[config.mk]
export PLATFORM = sky130hd
export DESIGN_NAME = div_seq
export DESIGN_NICKNAME = d
export VERILOG_FILES = /design/src/rtl/div_seq.sv
export SDC_FILE = /design/constraint.sdc
export NUM_CORES = 1
export LEC_CHECK = 0
export CORE_UTILIZATION = 51
export DETAILED_ROUTE_END_ITERATION = 8
export PLACE_DENSITY = 0.73
export REMOVE_ABC_BUFFERS = 1
export SYNTH_ARGS = -nofsm -noshare
export SYNTH_HDL_FRONTEND = slang
export SYNTH_SLANG_ARGS = --single-unit
export TNS_END_PERCENT = 10
[constraint.sdc]
create_clock -name clk -period 4.2 [get_ports clk]
set_input_delay 0.84 -clock clk [delete_from_list [all_inputs] [get_ports clk]]
set_output_delay 0.84 -clock clk [all_outputs]
set_load 0.02 [all_outputs]
[src/rtl/div_seq.sv]
// Sequential RV32M divider (DIV/DIVU/REM/REMU), one restoring shift-subtract step per cycle.
// Latency XLEN+1 cycles (1 for divide-by-zero/overflow); stall holds the issuing stage, start ignored while busy, flush aborts.
module div_seq #(
  parameter int XLEN = 32
) (
  input  logic            clk,
  input  logic            rst_n,
  input  logic            start,
  input  logic [2:0]      func3,
  input  logic [XLEN-1:0] op_a,
  input  logic [XLEN-1:0] op_b,
  input  logic            flush,
  output logic            busy,
  output logic            stall,
  output logic            done,
  output logic [XLEN-1:0] result
);

  localparam int CW = $clog2(XLEN + 1);
  localparam logic [XLEN-1:0] ONE     = {{(XLEN-1){1'b0}}, 1'b1};
  localparam logic [XLEN-1:0] MIN_NEG = {1'b1, {(XLEN-1){1'b0}}};

  typedef enum logic [1:0] {S_IDLE, S_CALC, S_DONE} state_t;

  state_t          r_state, w_state_nxt;
  logic            r_rem_op, r_neg_q, r_neg_r;
  logic [XLEN-1:0] r_quot, r_rem, r_div, r_result;
  logic [CW-1:0]   r_cnt;

  logic            w_signed, w_sign_a, w_sign_b, w_b_zero, w_ovf, w_accept;
  logic [XLEN-1:0] w_abs_a, w_abs_b;
  logic [XLEN:0]   w_shift, w_diff;
  logic            w_ge;
  logic [XLEN-1:0] w_step_rem, w_step_quot, w_q_out, w_r_out, w_final;

  assign w_signed = ~func3[0];
  assign w_sign_a = w_signed & op_a[XLEN-1];
  assign w_sign_b = w_signed & op_b[XLEN-1];
  assign w_abs_a  = w_sign_a ? (~op_a + ONE) : op_a;
  assign w_abs_b  = w_sign_b ? (~op_b + ONE) : op_b;
  assign w_b_zero = (op_b == '0);
  assign w_ovf    = w_signed & (op_a == MIN_NEG) & (op_b == '1);
  // Gated by rst_n so stall stays low while reset is held, even with start asserted.
  assign w_accept = rst_n & start & func3[2] & ~flush & (r_state == S_IDLE);

  // Remainder stays below the divisor, so bit XLEN of the difference is the borrow.
  assign w_shift     = {r_rem, r_quot[XLEN-1]};
  assign w_diff      = w_shift - {1'b0, r_div};
  assign w_ge        = ~w_diff[XLEN];
  assign w_step_rem  = w_ge ? w_diff[XLEN-1:0] : w_shift[XLEN-1:0];
  assign w_step_quot = {r_quot[XLEN-2:0], w_ge};

  assign w_q_out = r_neg_q ? (~r_quot + ONE) : r_quot;
  assign w_r_out = r_neg_r ? (~r_rem + ONE) : r_rem;
  assign w_final = r_rem_op ? w_r_out : w_q_out;

  always_comb begin
    w_state_nxt = r_state;
    done        = 1'b0;
    case (r_state)
      S_IDLE: if (w_accept) w_state_nxt = (w_b_zero || w_ovf) ? S_DONE : S_CALC;
      S_CALC: if (r_cnt == CW'(1)) w_state_nxt = S_DONE;
      S_DONE: begin
        done        = ~flush;
        w_state_nxt = S_IDLE;
      end
      default: w_state_nxt = S_IDLE;
    endcase
    if (flush) w_state_nxt = S_IDLE;
  end

  assign busy   = (r_state != S_IDLE);
  assign stall  = busy | w_accept;
  assign result = done ? w_final : r_result;

  always_ff @(posedge clk or negedge rst_n) begin
    if (!rst_n) r_state <= S_IDLE;
    else        r_state <= w_state_nxt;
  end

  always_ff @(posedge clk or negedge rst_n) begin
    if (!rst_n) begin
      r_rem_op <= 1'b0;
      r_neg_q  <= 1'b0;
      r_neg_r  <= 1'b0;
      r_quot   <= '0;
      r_rem    <= '0;
      r_div    <= '0;
      r_cnt    <= '0;
      r_result <= '0;
    end else begin
      if (w_accept) begin
        r_rem_op <= func3[1];
        r_div    <= w_abs_b;
        r_cnt    <= CW'(XLEN);
        // Shortcut cases load final values directly and bypass sign correction.
        if (w_b_zero) begin
          r_quot  <= '1;
          r_rem   <= op_a;
          r_neg_q <= 1'b0;
          r_neg_r <= 1'b0;
        end else if (w_ovf) begin
          r_quot  <= op_a;
          r_rem   <= '0;
          r_neg_q <= 1'b0;
          r_neg_r <= 1'b0;
        end else begin
          r_quot  <= w_abs_a;
          r_rem   <= '0;
          r_neg_q <= w_sign_a ^ w_sign_b;
          r_neg_r <= w_sign_a;
        end
      end else if (r_state == S_CALC && !flush) begin
        r_quot <= w_step_quot;
        r_rem  <= w_step_rem;
        r_cnt  <= r_cnt - CW'(1);
      end
      if (done) r_result <= w_final;
    end
  end

endmodule

Word level (Yosys, flattened, before mapping)
Cells that the tools add are included.

Add/subtract/negate cells: 6. Equality and inequality tests: 7. Multiplexer cells: 26. Bitwise gates (word level): 17. Reductions and logical operators: 8.

Operators with widths (number): $mux 32 (14); $add 32x1->32 const B (4); $not 32->32 (4); $eq 32x32->1 const B (2); $sub 33x32->33 (1); $logic_not 32->1 (1); $mux 6 (2); $and 1x1->1 (8); $mux 2 (4); $eq 6x1->1 const B (1); $ne 3x3->1 const B (2); $sub 6x1->6 const B (1); $mux 1 (5); $pmux 2 s2 (1); $reduce_bool 2->1 (2); $not 1->1 (3); $eq 2x1->1 const B (1); $eq 2x2->1 const B (1); $logic_not 2->1 (1); $reduce_and 2->1 (1); $logic_and 1x1->1 (1); $logic_not 1->1 (1); $logic_or 1x1->1 (1); $or 1x1->1 (1); $xor 1x1->1 (1).

Register bits: 139. Output and inout port bits: 35.

Depth between registers and ports, before layout
Gate-level depths: netlist (run 1).

Depth in word-level cells: 8. Gate-level depth with buffers: 13. Mapped depth without buffers: 12.

Worst setup path before layout (run 1)
Ideal clock, no wire load.

Kind: register to output. From: register r_quot[0]. To: output result[30]. Arrival time: 3.038 ns. Slack: 0.322 ns. Stages on the path, launching flop included: 12. Path buffers: 0. Cells stage by stage: dfrtp_1 -> inv_1 -> ha_1 -> nor4b_1 -> nand3_1 -> or2_2 -> or3_4 -> or3_1 -> o21ai_0 -> xnor2_1 -> mux2i_1 -> o21ai_0.

Word-level cells in the longest chain between the ends: 5.

RTL lines: start: declaration (RTL line 27) `logic [XLEN-1:0] r_quot, r_rem, r_div, r_result;`; start signal: assignment (RTL line 103) `r_quot <= op_a;`; start signal: assignment (RTL line 108) `r_quot <= w_abs_a;`; start signal: assignment (RTL line 114) `r_quot <= w_step_quot;`; $not 32->32 (RTL line 53) `assign w_q_out = r_neg_q ? (~r_quot + ONE) : r_quot;`; $add 32x1->32 (RTL line 53); $mux 32 (RTL line 53); $mux 32 (RTL line 55) `assign w_final = r_rem_op ? w_r_out : w_q_out;`; $mux 32; end: declaration (RTL line 16) `output logic [XLEN-1:0] result`.

Every way passes these cells.

Final worst setup path (run 1)
From: register r_quot[1]. To: output result[30].

Same word-level chain as after synthesis.

==> out/metrics.cfg, run 1 <==
[run_status]
outcome = finished with violations
violations = negative setup slack

[cts]
cts.htree.levels = 4
postCtsHoldBufs = 0
cts_root_buf = clkbuf_16
cts_tree = done
cts-buffers-inserted = 17
cts.sinks = 139
clockBufferDepth = 2
insertion_delay_ns = 0.43
clk_pin_slew_ns = 0.06

[timing]
skew_ns = 0.00974
maxSlewViolCount = 0
hold_viol = 0
tightest_slew_ns = 1.03
fmax_mhz = 237
rsz0062_at_grt = yes
setup_viol = 1
layout_min_cycle_time_ns = 4.21
timing.final.crit_share = 1.00
tns_ns = -0.0137
hold_ws_ns = 0.259
slew_headroom = 0.313
fin_ws_ns = -0.0137

[yosys]
synth_compound_area_frac = 0.251
ys_ff_latch = 139
synth_fa_ha_area_frac = 0.0467
synthDistinctLibCells = 72
synthXorXnorAreaFrac = 0.118
yosys.area_share.simple = 0.192
synth.most_common_cell = nand2_1
ys.flop_type = dfrtp_1
yosysWarnings = 0
async_flop_share = 1.00
netlist_instances = 1345
yosys-top-cells-count = nand2_1 (158), o21ai_0 (150), dfrtp_1 (139), a21oi_1 (101), nor2_1 (96)
synth_top_family_by_area = compound AO/OA/AOI/OAI gates
yosysTopAreaCellShare = 0.320
synthesis.area_mm2 = 0.0109
synth_area_per_cell_um2 = 8.09
synth.area.mux_share = 0.0222
synth_edf_count = 0
synth.area.top_cells = dfrtp_1 (32%), o21ai_0 (6.9%), xnor2_1 (6.4%), xor2_1 (5.5%), nand2_1 (5.5%)
synth-seq-area-share = 0.320
yosysTopAreaCell = dfrtp_1

[floorplanning]
start_util = 0.519
die-area_mm2 = 0.0219
core_mm2 = 0.0210
die_h_um = 148
rows = 53
die_w_um = 148
io_pins = 106

[layout]
drive_gt1_frac = 0.112
area.growth.synth_to_final_pct = 21.1
fin_nets = 1575
fill_cells = 1890
num_antenna_cells = 0
instances_no_fill = 1752

[global_route]
grt.total_usage = 0.284
grt_pass1_vias = 9692
antenna_found_initial = 1
grt_pass1_wl_mm = 49.1
gr-total-overflow = 0
grt_max_degree = 66

[power]
p_per_area_mw_per_mm2 = 793
ir_drop_mv = 0.317
p_leak_nw = 5.57

[drt]
avgRoutedWirePerCell_um = 17.2
wl_mm = 30.2
via_count = 10200
drc = 0
drtPass1Iterations = 7
first_iter_violations = 774
ant_nets = 0
vias_per_cell = 5.84

[critical_path]
end_kind = primary output
crit_fanout = 3
worstSetupPathType = flop to primary output
crit_required_ns = 3.36
crit_path_start_kind = flop
crit_arrival_ns = 3.37

[min_path]
hold_path_class = input pin to async pin

[placed_design]
io_buffers = 105
post-place-cells = 1719
place_congestion = 0.923
dp_hpwl_mm = 23.0
place_ws_ns = -0.191

[job]
max-cap-violations = 0

==> flip-flops by register name, summed over array words and instances, names as in the netlist <==
signal / cells
r_neg_q: 1
r_neg_r: 1
r_cnt: 6
r_quot: 32
r_state: 2
r_result: 32
r_rem_op: 1
r_div: 32
r_rem: 32
==> critical path, stage by stage (launching register included) <==
cell,delay [ns]
dfrtp_1,0.37
inv_1,0.08
ha_1,0.19
nor4b_4,0.23
buf_4,0.16
nand3_2,0.10
or2_2,0.31
or3_4,0.38
or3_4,0.39
o21ai_2,0.14
xnor2_1,0.13
mux2i_1,0.09
o21ai_1,0.20
buf_4,0.17
==> stage by stage <==
stage | instance area [um2] | util | total power, mW
6_report | 13200 | 0.628 | 10.4
5_1_grt | 13200 | 0.628 | 11.3
4_1_cts | 13100 | 0.626 | 10.3
3_5_place_dp | 12500 | 0.596 | 8.73
3_3_place_gp | 12500 | 0.596 | 8.59
2_1_floorplan | 10500 | - | 6.88
==> power by group <==
| group | internal (mW) | leakage, nW | switching [mW] |
|---|---|---|---|
| combinational | 2.80 | 3.53 | 3.55 |
| sequential | 1.91 | 1.74 | 0.644 |
| clock | 0.959 | 0.292 | 0.581 |
==> cell type report <==
type | count | area (um2) | share of cell area
multi-input cells | 1073 | 6960 | 0.529
flip-flops and latches | 139 | 3480 | 0.264
repair buffers | 176 | 1570 | 0.119
clock buffers | 20 | 457 | 0.0347
well taps | 275 | 344 | 0.0261
inverters | 57 | 214 | 0.0162
clock inverters | 12 | 146 | 0.0111
==> cell families (layout without fill, tap and decap cells) <==
| logic type | Yosys count | count (layout) |
|---|---|---|
| AO/OA/AOI/OAI | 436 | 436 |
| AND/OR/NAND/NOR | 426 | 426 |
| XOR/XNOR | 147 | 147 |
| flip-flops | 139 | 139 |
| buffers and inverters | 133 | 265 |
| adder cells (fa/ha/maj) | 40 | 40 |
| multiplexers | 24 | 24 |
==> path summary, 6_finish.rpt <==
path | start | endpoint | slack [ns] | cells after the start
worst min-delay path | rst_n | r_quot[16] | 0.26 | 1
worst min register to register | r_div[25] | r_div[25] | 0.48 | 2
min in group clk | r_div[25] | r_div[25] | 0.48 | 2
worst max-delay path | r_quot[1] | result[30] | -0.01 | 13
worst max register to register | r_quot[31] | r_rem[2] | 0.54 | 12
max in group asynchronous | rst_n | r_div[23] | 2.89 | 2
==> placed cells by master, fill, tap and decap left out, types with 17 or more instances in the layout <==
cell             Yosys  routed
o31ai_1             36      31
nor3_1              27      25
mux2i_1             23      23
clkbuf_16            0      17
o21ai_0            150     134
o21ai_1              7      21
a21oi_1            101     101
nor2_1              96      93
nand2b_1            22      22
buf_4                1      73
ha_1                39      39
clkdlybuf4s50_1      0      86
xnor2_1             79      79
xor2_1              68      68
dfrtp_1            139     138
inv_1               57      57
a21o_1              24      24
nand2_1            158     158
==> layer usage <==
layer  wire, um  up-vias  GRT usage
met3       1740       51     0.0377
met2      13900      362      0.458
li1           -     5082          -
met5          0        -          0
met4        816        0      0.117
met1      13800     4739      0.384
==> timing repair <==
| item | CTS | global route |
|---|---|---|
| setup buffers | 0 | 1 |
| endpoints found under the hold margin | 0 | 0 |
| resized for setup | 58 | 37 |
| endpoints found under the setup margin | 18 | 19 |
| pin swaps | 0 | 3 |
No activity file was read; power rests on OpenSTA's default activity.
==> run 2: changes to the inputs <==
--- a/config.mk
+++ b/config.mk
@@ -5,9 +5,11 @@
 export SDC_FILE = /design/constraint.sdc
 export NUM_CORES = 1
 export LEC_CHECK = 0
+export ABC_AREA = 0
 export CORE_UTILIZATION = 51
 export DETAILED_ROUTE_END_ITERATION = 8
-export PLACE_DENSITY = 0.73
+export DONT_BUFFER_PORTS = 1
+export PLACE_DENSITY = 0.67
 export REMOVE_ABC_BUFFERS = 1
 export SYNTH_ARGS = -nofsm -noshare
 export SYNTH_HDL_FRONTEND = slang
==> out/metrics.cfg, run 2 (same netlist as run 1, synthesis figures left out) <==
[run_status]
outcome = completed

[global_route]
antenna_found_initial = 1
grt_pass1_wl_mm = 47.4
grt_pass1_vias = 9011
grt.total_usage = 0.277
grt_max_degree = 141
gr-total-overflow = 0

[drt]
via_count = 9718
wl_mm = 30.0
ant_nets = 0
drc = 0
first_iter_violations = 741
vias_per_cell = 6.01
avgRoutedWirePerCell_um = 18.6
drtPass1Iterations = 5

[cts]
cts_tree = done
cts.htree.levels = 4
cts.sinks = 139
clockBufferDepth = 2
insertion_delay_ns = 0.43
postCtsHoldBufs = 0
clk_pin_slew_ns = 0.06
cts_root_buf = clkbuf_16
cts-buffers-inserted = 17

[critical_path]
cp_cell_sequence = or3_4, or4_4, or3_4, nor3_1, nand2_1, o21ai_0, xnor2_1, mux2i_1, o21ai_1, buf_4
worst_path_most_repeated_cell = or3_4
worstSetupPathType = flop to primary output
crit_fanout = 5
cp_slowest_cell = dfrtp_2
slowest_delay_ns = 0.45
crit_required_ns = 3.36
crit_path_start_kind = flop
end_kind = primary output
crit_arrival_ns = 3.33

[placed_design]
place_ws_ns = 0.224
dp_hpwl_mm = 22.0
place_congestion = 0.899
io_buffers = 0
place_area_mm2 = 0.0112

[floorplanning]
rows = 53
die_w_um = 148
io_pins = 106
start_util = 0.519
die_h_um = 148
core_mm2 = 0.0210
die-area_mm2 = 0.0219

[timing]
skew_ns = 0.00916
layout_min_cycle_time_ns = 4.17
slew_headroom = 0.324
hold_viol = 0
tns_ns = 0
setup_viol = 0
rsz0062_at_grt = yes
timing.final.crit_share = 0.992
fin_ws_ns = 0.0335
fmax_mhz = 240
tightest_slew_ns = 1.01
maxSlewViolCount = 0

[power]
fin_total_pwr_mw = 10.2
ir_drop_mv = 0.334
p_per_area_mw_per_mm2 = 850
p_leak_nw = 5.00

[layout]
mostFrequentLayoutCell = nand2_1
area.growth.synth_to_final_pct = 10.3
design_area_mm2 = 0.0120
fin_nets = 1438
drive_gt1_frac = 0.0910
layout_common_cells = nand2_1 (158), o21ai_0 (140), dfrtp_1 (137), a21oi_1 (101), nor2_1 (93)

[min_path]
hold_path_class = input pin to async pin

[job]
max-cap-violations = 0

run 2: per-layer routing:
layer  global-route usage  vias to the layer above  wire (um)
met2                0.430                      319      13400
met1                0.385                     4536      13700
met5                    0                        -          0
met3               0.0543                       50       2050
li1                     -                     4813          -
met4               0.0902                        0        853
run 2: timing repair:
| action | in CTS | in global routing |
|---|---|---|
| setup endpoints to repair | 4 | 14 |
| pin swaps | 1 | 4 |
| resized for setup | 6 | 28 |
| setup buffers | 0 | 1 |
run 2: report_power, final:
part	internal [mW]	total (mW)	switching (mW)	leakage [nW]
clock	1.17	1.77	0.596	0.331
combinational	2.47	5.75	3.29	2.92
sequential	1.91	2.68	0.764	1.74
run 2: worst paths after layout:
check / endpoint / slack, ns / cells past startpoint / start
hold reg to reg: r_div[11] / 0.48 / 2 / r_div[11]
setup reg to reg: r_rem[2] / 0.54 / 12 / r_quot[31]
setup / recovery: result[30] / 0.03 / 10 / r_rem[16]
max in group asynchronous: r_cnt[3] / 3.88 / 0 / rst_n
min in group clk: r_div[11] / 0.48 / 2 / r_div[11]
hold / removal: r_result[30] / 0.1 / 0 / rst_n
run 2: per-stage QoR:
step	instances	util	hold WS [ns]
after global placement	1582	0.534	0.462
after detailed placement	1582	0.534	0.471
after floorplan	1269	-	0.450
after CTS	1614	0.568	0.0923
final	1616	0.573	0.0993
after global routing	1615	0.573	0.0834
run 2: worst max-delay path, delay by kind of cell, from the launching register on:
family | cells | cell delay (ns)
AOI/OAI and AO/OA | 2 | 0.40
buffers and inverters | 1 | 0.16
DFF | 1 | 0.45
muxes | 1 | 0.11
xor gates and xnor gates | 1 | 0.18
and+or+nand+nor | 5 | 1.60
run 2: final cells by class:
type | instances | area (um2)
repair buffers | 39 | 293
well taps | 275 | 344
flip-flops and latches | 139 | 3480
inverters | 57 | 214
fillers | 1980 | 8950
clock inverters | 11 | 213
multi-input cells | 1073 | 6970
clock buffers | 21 | 480
diodes | 1 | 2.50
